## config.mk

```make
export PLATFORM = sky130hd
export DESIGN_NAME = bit_serializer
export DESIGN_NICKNAME = d
export VERILOG_FILES = /design/src/rtl/ser_pkg.sv /design/src/rtl/bit_serializer.sv
export SDC_FILE = /design/constraint.sdc
export NUM_CORES = 1
export LEC_CHECK = 0
export ABC_AREA = 0
export ABC_CLOCK_PERIOD_IN_PS = 4560
export BUFFER_PORTS_ARGS = -buffer_cell sky130_fd_sc_hd__buf_2
export CELL_PAD_IN_SITES_DETAIL_PLACEMENT = 0
export CELL_PAD_IN_SITES_GLOBAL_PLACEMENT = 1
export CORE_ASPECT_RATIO = 1.1
export CORE_UTILIZATION = 28
export CTS_CLUSTER_SIZE = 12
export DETAILED_ROUTE_END_ITERATION = 10
export PLACE_DENSITY = 0.53
export SYNTH_ARGS = -nofsm -noshare
export SYNTH_HDL_FRONTEND = slang
export SYNTH_SLANG_ARGS = --single-unit
export TNS_END_PERCENT = 10
```

## constraint.sdc

```tcl
create_clock -name clk -period 4.56 [get_ports clk]
set_input_delay 0.228 -clock clk [delete_from_list [all_inputs] [get_ports clk]]
set_output_delay 0.228 -clock clk [all_outputs]
set_load 0.01 [all_outputs]
```

## src/rtl/ser_pkg.sv

```systemverilog
// Shared types and constants for the bit serializer feeding the 1011 detector.
package ser_pkg;

  typedef enum logic {
    IDLE  = 1'b0,
    SHIFT = 1'b1
  } ser_state_e;

  localparam int SER_DEFAULT_WIDTH = 8;

  function automatic int ser_cnt_width(input int width);
    return (width > 1) ? $clog2(width) : 1;
  endfunction

endpackage

```

## src/rtl/bit_serializer.sv

```systemverilog
// Parallel-in/serial-out stage with a one-word holding register; MSB first
// by default, LSB first when SER_LSB_FIRST_EN is defined.
module bit_serializer
  import ser_pkg::*;
#(
  parameter int   WIDTH    = SER_DEFAULT_WIDTH,
  parameter logic IDLE_BIT = 1'b0
) (
  input  logic             clk,
  input  logic             reset,
  input  logic [WIDTH-1:0] in_data,
  input  logic             in_valid,
  output logic             in_ready,
  output logic             x_out,
  output logic             x_valid,
  output logic             word_done,
  output logic             busy
);

  localparam int             CW   = ser_cnt_width(WIDTH);
  localparam logic [CW-1:0] LAST = CW'(WIDTH - 1);

  ser_state_e       state_q, state_d;
  logic [CW-1:0]    cnt_q, cnt_d;
  logic [WIDTH-1:0] shift_q, shift_d;
  logic [WIDTH-1:0] hold_q, hold_d;
  logic             hold_full_q, hold_full_d;
  logic             x_out_q, x_out_d;
  logic             x_valid_q, x_valid_d;
  logic             word_done_q, word_done_d;
  logic             busy_q, busy_d;
  logic             xfer;

  assign in_ready  = ~hold_full_q;
  assign xfer      = in_valid & ~hold_full_q;
  assign x_out     = x_out_q;
  assign x_valid   = x_valid_q;
  assign word_done = word_done_q;
  assign busy      = busy_q;

  always_comb begin
    state_d     = state_q;
    cnt_d       = cnt_q;
    shift_d     = shift_q;
    hold_d      = hold_q;
    hold_full_d = hold_full_q;

    case (state_q)
      IDLE: begin
        if (xfer) begin
          shift_d = in_data;
          cnt_d   = '0;
          state_d = SHIFT;
        end
      end
      SHIFT: begin
        if (cnt_q == LAST) begin
          // Held word wins over a new transfer; the two never coincide anyway.
          cnt_d = '0;
          if (hold_full_q) begin
            shift_d     = hold_q;
            hold_full_d = 1'b0;
          end else if (xfer) begin
            shift_d = in_data;
          end else begin
            state_d = IDLE;
          end
        end else begin
`ifdef SER_LSB_FIRST_EN
          shift_d = {1'b0, shift_q[WIDTH-1:1]};
`else
          shift_d = {shift_q[WIDTH-2:0], 1'b0};
`endif
          cnt_d = cnt_q + CW'(1);
          if (xfer) begin
            hold_d      = in_data;
            hold_full_d = 1'b1;
          end
        end
      end
      default: state_d = IDLE;
    endcase

    // Outputs are registered, so they are derived from the next-state values.
    x_valid_d   = (state_d == SHIFT);
    word_done_d = (state_d == SHIFT) && (cnt_d == LAST);
    busy_d      = (state_d == SHIFT) || hold_full_d;
`ifdef SER_LSB_FIRST_EN
    x_out_d = (state_d == SHIFT) ? shift_d[0] : IDLE_BIT;
`else
    x_out_d = (state_d == SHIFT) ? shift_d[WIDTH-1] : IDLE_BIT;
`endif
  end

  always_ff @(posedge clk) begin
    if (!reset) begin
      state_q     <= IDLE;
      cnt_q       <= '0;
      shift_q     <= '0;
      hold_q      <= '0;
      hold_full_q <= 1'b0;
      x_out_q     <= IDLE_BIT;
      x_valid_q   <= 1'b0;
      word_done_q <= 1'b0;
      busy_q      <= 1'b0;
    end else begin
      state_q     <= state_d;
      cnt_q       <= cnt_d;
      shift_q     <= shift_d;
      hold_q      <= hold_d;
      hold_full_q <= hold_full_d;
      x_out_q     <= x_out_d;
      x_valid_q   <= x_valid_d;
      word_done_q <= word_done_d;
      busy_q      <= busy_d;
    end
  end

endmodule

```

==> results of run 1 <==
[flip-flops by register name (all words and copies together) (netlist names)]
register / flops
busy: 1
cnt_q: 3
hold_full_q: 1
hold_q: 8
shift_q: 7
word_done: 1
x_out: 1
x_valid: 1
[worst max-delay path, stage by stage, from the launching register on]
cell and delay [ns]:
dfxtp_1 0.78, nand2b_1 0.57, o21ai_0 0.33, a21oi_1 0.09
[how the worst max path moves through the flow]
stage / depth (start not counted) / slack [ns] / startpoint / to
final: 3 / 2.66 / x_valid$_SDFF_PN0_ / hold_q[2]$_SDFFE_PN0P_
after global routing: 3 / 2.44 / x_valid$_SDFF_PN0_ / shift_q[4]$_SDFF_PN0_
after CTS: 3 / 2.64 / x_valid$_SDFF_PN0_ / hold_q[3]$_SDFFE_PN0P_
after detailed placement: 3 / 2.64 / x_valid$_SDFF_PN0_ / hold_q[3]$_SDFFE_PN0P_
after global placement: 3 / 2.67 / x_valid$_SDFF_PN0_ / hold_q[3]$_SDFFE_PN0P_
after floorplan: 7 / 3.06 / cnt_q[0]$_SDFF_PN0_ / shift_q[6]$_SDFF_PN0_
[cell usage after synthesis, drive strengths merged]
| library cell | number | area, um^2 |
|---|---|---|
| inv | 3 | 11.3 |
| o311a | 1 | 10.0 |
| and4bb | 1 | 12.5 |
| a31oi | 6 | 37.5 |
| dfxtp | 23 | 460 |
| nand2 | 25 | 93.8 |
| a21oi | 14 | 70.1 |
| nor2b | 2 | 12.5 |
| a2bb2oi | 1 | 8.76 |
| nor2 | 2 | 7.51 |
| a211oi | 1 | 7.51 |
| and2b | 1 | 7.51 |
| o21ai | 9 | 45.0 |
| ha | 2 | 25.0 |
| o21bai | 1 | 7.51 |
| a2111oi | 1 | 27.5 |
| buf | 8 | 62.6 |
| nand3b | 2 | 27.5 |
| mux2i | 1 | 10.0 |
| nand2b | 11 | 68.8 |
| o221ai | 7 | 61.3 |
| clkbuf | 2 | 8.75 |
[per-layer routing]
layer  part of all wire  track usage  vias up  wire, um
met4              0.015       0.0597        0        38
met5                  0            0        -         0
met3              0.021       0.0230        4        52
met1               0.49        0.184      425      1230
li1                   -            -      458         -
met2               0.47        0.226       13      1180
[layout make-up]
class	instances	share of cell area
Inverter	3	0.00942
Timing Repair Buffer	15	0.0628
Multi-Input combinational cell	88	0.452
Clock buffer	4	0.0377
Sequential cell	23	0.385
Tap cell	50	0.0524
[metrics by stage]
stage / setup WS (ns) / util
3_3_place_gp: 2.67 / 0.312
2_1_floorplan: 3.06 / -
4_1_cts: 2.64 / 0.324
5_1_grt: 2.44 / 0.324
6_report: 2.66 / 0.324
3_5_place_dp: 2.64 / 0.312
[logic make-up after synthesis]
family | share of synthesized area
mux | 0.00924
buf+inv | 0.0762
fa+ha+maj | 0.0231
flops | 0.425
simple gates | 0.212
compound gates | 0.254
[power by group through the flow]
stage	logic (mW)	clock network (mW)	registers (mW)
final	0.0561	0.129	0.224
after global routing	0.0650	0.142	0.226
after CTS	0.0572	0.134	0.224
after detailed placement	0.0571	0	0.229
after global placement	0.0566	0	0.229
after floorplan	0.0478	0	0.225
==> impl_metrics.yaml, run 1 <==
run_status:
  status: "completed"
grt:
  antenna_found_initial: 0
  grt_pass1_wl_um: 4140
  grt.overflow.total: 0
  gr-usage-all-layers: 0.141
  grt_pass1_vias: 872
  grt_max_degree: 22
yosys:
  ys_ff_latch: 23
  postSynthAreaPerCell_um2: 8.74
  syn-num-nets: 137
  synth.cell_area_um2: 1080
  yosysUniqueCellTypes: 26
  synth-warning-count: 0
  ys_seq_area_frac: 0.425
  synthCells: 124
timing:
  whs_ns: 0.200
  slew_headroom: 0.524
  timing.fmax_ghz: 0.526
  tightest_slew_ns: 0.714
  fin_crit_ns: 1.90
  slew_violations: 0
  finalSetupViolations: 0
  clock_skew_ns: 0.00324
  fin_crit_sh: 0.417
  rsz0062_at_grt: "false"
  finalSetupTns_ns: 0
  hold_viol_final: 0
worst_hold_path:
  min_delay_path_depth: 3
  min_from: "in_data[2]"
  holdPathEnd: "hold_q[2]$_SDFFE_PN0P_"
  min_path_type: "in -> reg"
worst_setup_path:
  r2r_setup_slack_ns: 2.66
  crit_path_start_kind: "flop"
  crit_arrival_ns: 2.03
  critPathKind: "reg -> reg"
  r2r-start: "x_valid$_SDFF_PN0_"
  timing.rr.end: "hold_q[2]$_SDFFE_PN0P_"
  reg2regPathDepth: 3
  crit_required_ns: 4.69
  critPathCaptureType: "flop"
  worst-path-max-fanout: 21
pwr:
  switchingPower_mw: 0.111
  power_leakage_nw: 0.451
  intPower_mw: 0.299
  total_power_mw: 0.409
  p_comb_frac: 0.137
  vdd_drop_max_mv: 0.0939
  p_per_area_nw_per_um2: 343
  switching_share: 0.270
  pwr-share-seq: 0.548
  p_clk_frac: 0.315
floorplanning:
  start_util: 0.294
  row_count: 23
  die-area_um2: 4120
  die_x_um: 61.3
  coreArea_um2: 3680
  chipHeight_um: 67.2
  num_io_pins: 16
detailed_routing:
  ant_nets: 0
  drc: 0
  dr_total_vias: 900
  drt-vias-per-instance: 4.92
  routedWlPerCell_um: 13.6
  dr.pass1.iters: 4
  drtIter0Drc: 56
  wirelength_um: 2490
layout:
  ff_latch_area_um2: 460
  multi_input_area_um2: 541
  layout.cells.non_filler: 183
  area_delta_synth_final_pct: 10.3
  final_design_area_no_fill_um2: 1190
  final_cell_mix: "nand2_1 (25), dfxtp_1 (23), buf_2 (15)"
  num-nets-final: 147
  diodes: 0
  fillCellCount: 425
  drive_gt1_frac: 0.158
  mostFrequentLayoutCell: "nand2_1"
run:
  maxCapViolCount: 0
placement:
  placed_cell_area_um2: 1150
  portBuffers: 15
  post-dp-hpwl_um: 1640
  numPlacedInstances: 179
  gp_congestion: 0.672
cts:
  htreeDepth: 1
  cts-root-buf: "clkbuf_8"
  post_cts_buffers: 0
  numCtsBuffers: 3
  cts-hold-fix-buffers: 0
  cts_tree: "done"
  clk_pin_slew_ns: 0.08
  insertion_delay_ns: 0.26
  cts_sinks: 23
  cts-resized-gates: 0
  cts_max_path_buffers: 2
Note: power is estimated with default switching activity, not from simulation.
==> inputs of run 2 (changes only) <==
--- a/config.mk
+++ b/config.mk
@@ -6,7 +6,7 @@
 export NUM_CORES = 1
 export LEC_CHECK = 0
 export ABC_AREA = 0
-export ABC_CLOCK_PERIOD_IN_PS = 4560
+export ABC_CLOCK_PERIOD_IN_PS = 1950
 export BUFFER_PORTS_ARGS = -buffer_cell sky130_fd_sc_hd__buf_2
 export CELL_PAD_IN_SITES_DETAIL_PLACEMENT = 0
 export CELL_PAD_IN_SITES_GLOBAL_PLACEMENT = 1
==> constraint.sdc (replaced) <==
create_clock -name clk -period 1.95 [get_ports clk]
set_input_delay 0.0975 -clock clk [delete_from_list [all_inputs] [get_ports clk]]
set_output_delay 0.0975 -clock clk [all_outputs]
set_load 0.01 [all_outputs]
==> impl_metrics.yaml, run 2 (synthesized netlist as in run 1, its figures left out) <==
grt:
  grtUsageMet1: 0.203
  grtUsageMet2: 0.231
  antenna_found_initial: 0
  grt_pass1_wl_um: 4420
  busiest_layer: "met2"
  gr-usage-all-layers: 0.146
  grt_pass1_vias: 915
  grt_max_degree: 18
  grt.overflow.total: 0
  use_met3: 0.0230
timing:
  slew_headroom: 0.602
  hold_viol_final: 0
  timing.fmax_ghz: 0.642
  slew_violations: 0
  tightest_slew_ns: 0.596
  rsz0062_at_grt: "false"
  finalSetupViolations: 0
  clock_skew_ns: 0.00768
  fin_crit_sh: 0.799
  finalSetupTns_ns: 0
  fin_crit_ns: 1.56
layout:
  ff_latch_area_um2: 460
  area_delta_synth_final_pct: 12.5
  final_cell_mix: "nand2_1 (25), dfxtp_1 (23), buf_2 (15)"
  num-nets-final: 150
  largest-register: "hold_q"
  fillCellCount: 427
  layout.cells.non_filler: 186
  reg_top3: "hold_q: 8 flops, shift_q: 7 flops, cnt_q: 3 flops"
  diodes: 0
  drive_gt1_frac: 0.184
  mostFrequentLayoutCell: "nand2_1"
  multi_input_area_um2: 541
  final_util: 0.331
  largest_reg_flops: 8
floorplanning:
  num_io_pins: 16
  die-area_um2: 4120
  chipHeight_um: 67.2
  die_x_um: 61.3
  coreArea_um2: 3680
  row_count: 23
  start_util: 0.294
cts:
  insertion_delay_ns: 0.27
  cts-root-buf: "clkbuf_8"
  cts_sinks: 23
  cts-resized-gates: 0
  numCtsBuffers: 3
  post_cts_buffers: 0
  cts_max_path_buffers: 2
  htreeDepth: 1
  clk_pin_slew_ns: 0.09
  cts-hold-fix-buffers: 0
  cts_tree: "done"
worst_setup_path:
  crit_required_ns: 2.08
  critPathKind: "reg -> reg"
  worst-path-max-fanout: 17
  crit_path_start_kind: "flop"
  crit_arrival_ns: 1.69
  critPathCaptureType: "flop"
  reg2regPathDepth: 6
detailed_routing:
  wirelength_um: 2540
  drc: 0
  dr_total_vias: 900
  ant_nets: 0
  drt-vias-per-instance: 4.84
  drtIter0Drc: 34
  routedWlPerCell_um: 13.7
  dr.pass1.iters: 4
placement:
  post-dp-hpwl_um: 1730
  gp_congestion: 0.683
  portBuffers: 15
  numPlacedInstances: 182
pwr:
  p_per_area_nw_per_um2: 796
  power_leakage_nw: 0.469
  p_comb_frac: 0.147
  total_power_mw: 0.970
  switchingPower_mw: 0.268
  intPower_mw: 0.702
  switching_share: 0.277
  vdd_drop_max_mv: 0.317
  pwr-share-seq: 0.537
  p_clk_frac: 0.316
run_status:
  status: "completed"
worst_hold_path:
  min_delay_path_depth: 3
  min_path_type: "in -> reg"
run:
  maxCapViolCount: 0
==> run 2: changes by cell type in the layout (fill, tap and decap cells not counted), sizes merged <==
cell	change
clkinv	+1
buf	+3
clkbuf	-1
==> run 2: power groups by stage <==
stage / Sequential (mW) / Clock, mW / Combinational, mW
floorplan: 0.525 / 0 / 0.112
global placement: 0.533 / 0 / 0.144
detailed placement: 0.532 / 0 / 0.145
CTS: 0.521 / 0.317 / 0.145
global route: 0.526 / 0.341 / 0.163
finish: 0.521 / 0.307 / 0.142
==> run 2: final timing paths <==
| check | from | to | slack [ns] |
|---|---|---|---|
| max reg2reg | cnt_q[0]$_SDFF_PN0_ | hold_q[0]$_SDFFE_PN0P_ | 0.39 |
| min reg2reg | hold_q[4]$_SDFFE_PN0P_ | hold_q[4]$_SDFFE_PN0P_ | 0.48 |
| max | cnt_q[0]$_SDFF_PN0_ | hold_q[0]$_SDFFE_PN0P_ | 0.39 |
| min | in_data[7] | hold_q[7]$_SDFFE_PN0P_ | 0.07 |
==> run 2: final cells by class <==
cell class                 instances  area share
timing repair buffer              18      0.0801
tap                               50      0.0513
clock inverter                     1     0.00411
multi-input combinational         88       0.444
sequential                        23       0.378
clock buffer                       3      0.0339
inverter                           3     0.00924
==> run 2: layer usage <==
metal  vias up  share of wire
met1       424           0.48
li1        460              -
met5         -              0
met3         2          0.029
met4         0         0.0075
met2        14           0.48
==> run 2: metrics by stage <==
| stage | area, um^2 | worst slack (ns) | hold WS, ns |
|---|---|---|---|
| 2_1_floorplan | 1080 | 0.454 | 0.234 |
| 3_3_place_gp | 1170 | 0.422 | 0.351 |
| 3_5_place_dp | 1170 | 0.387 | 0.359 |
| 4_1_cts | 1220 | 0.381 | 0.0670 |
| 5_1_grt | 1220 | 0.299 | 0.0698 |
| 6_report | 1220 | 0.392 | 0.0720 |
==> run 2: critical path: stages, from the launching register on <==
cell	delay, ns
dfxtp_1	0.34
ha_1	0.21
ha_1	0.24
nand2b_1	0.16
buf_4	0.21
o21ai_0	0.18
a21oi_1	0.09
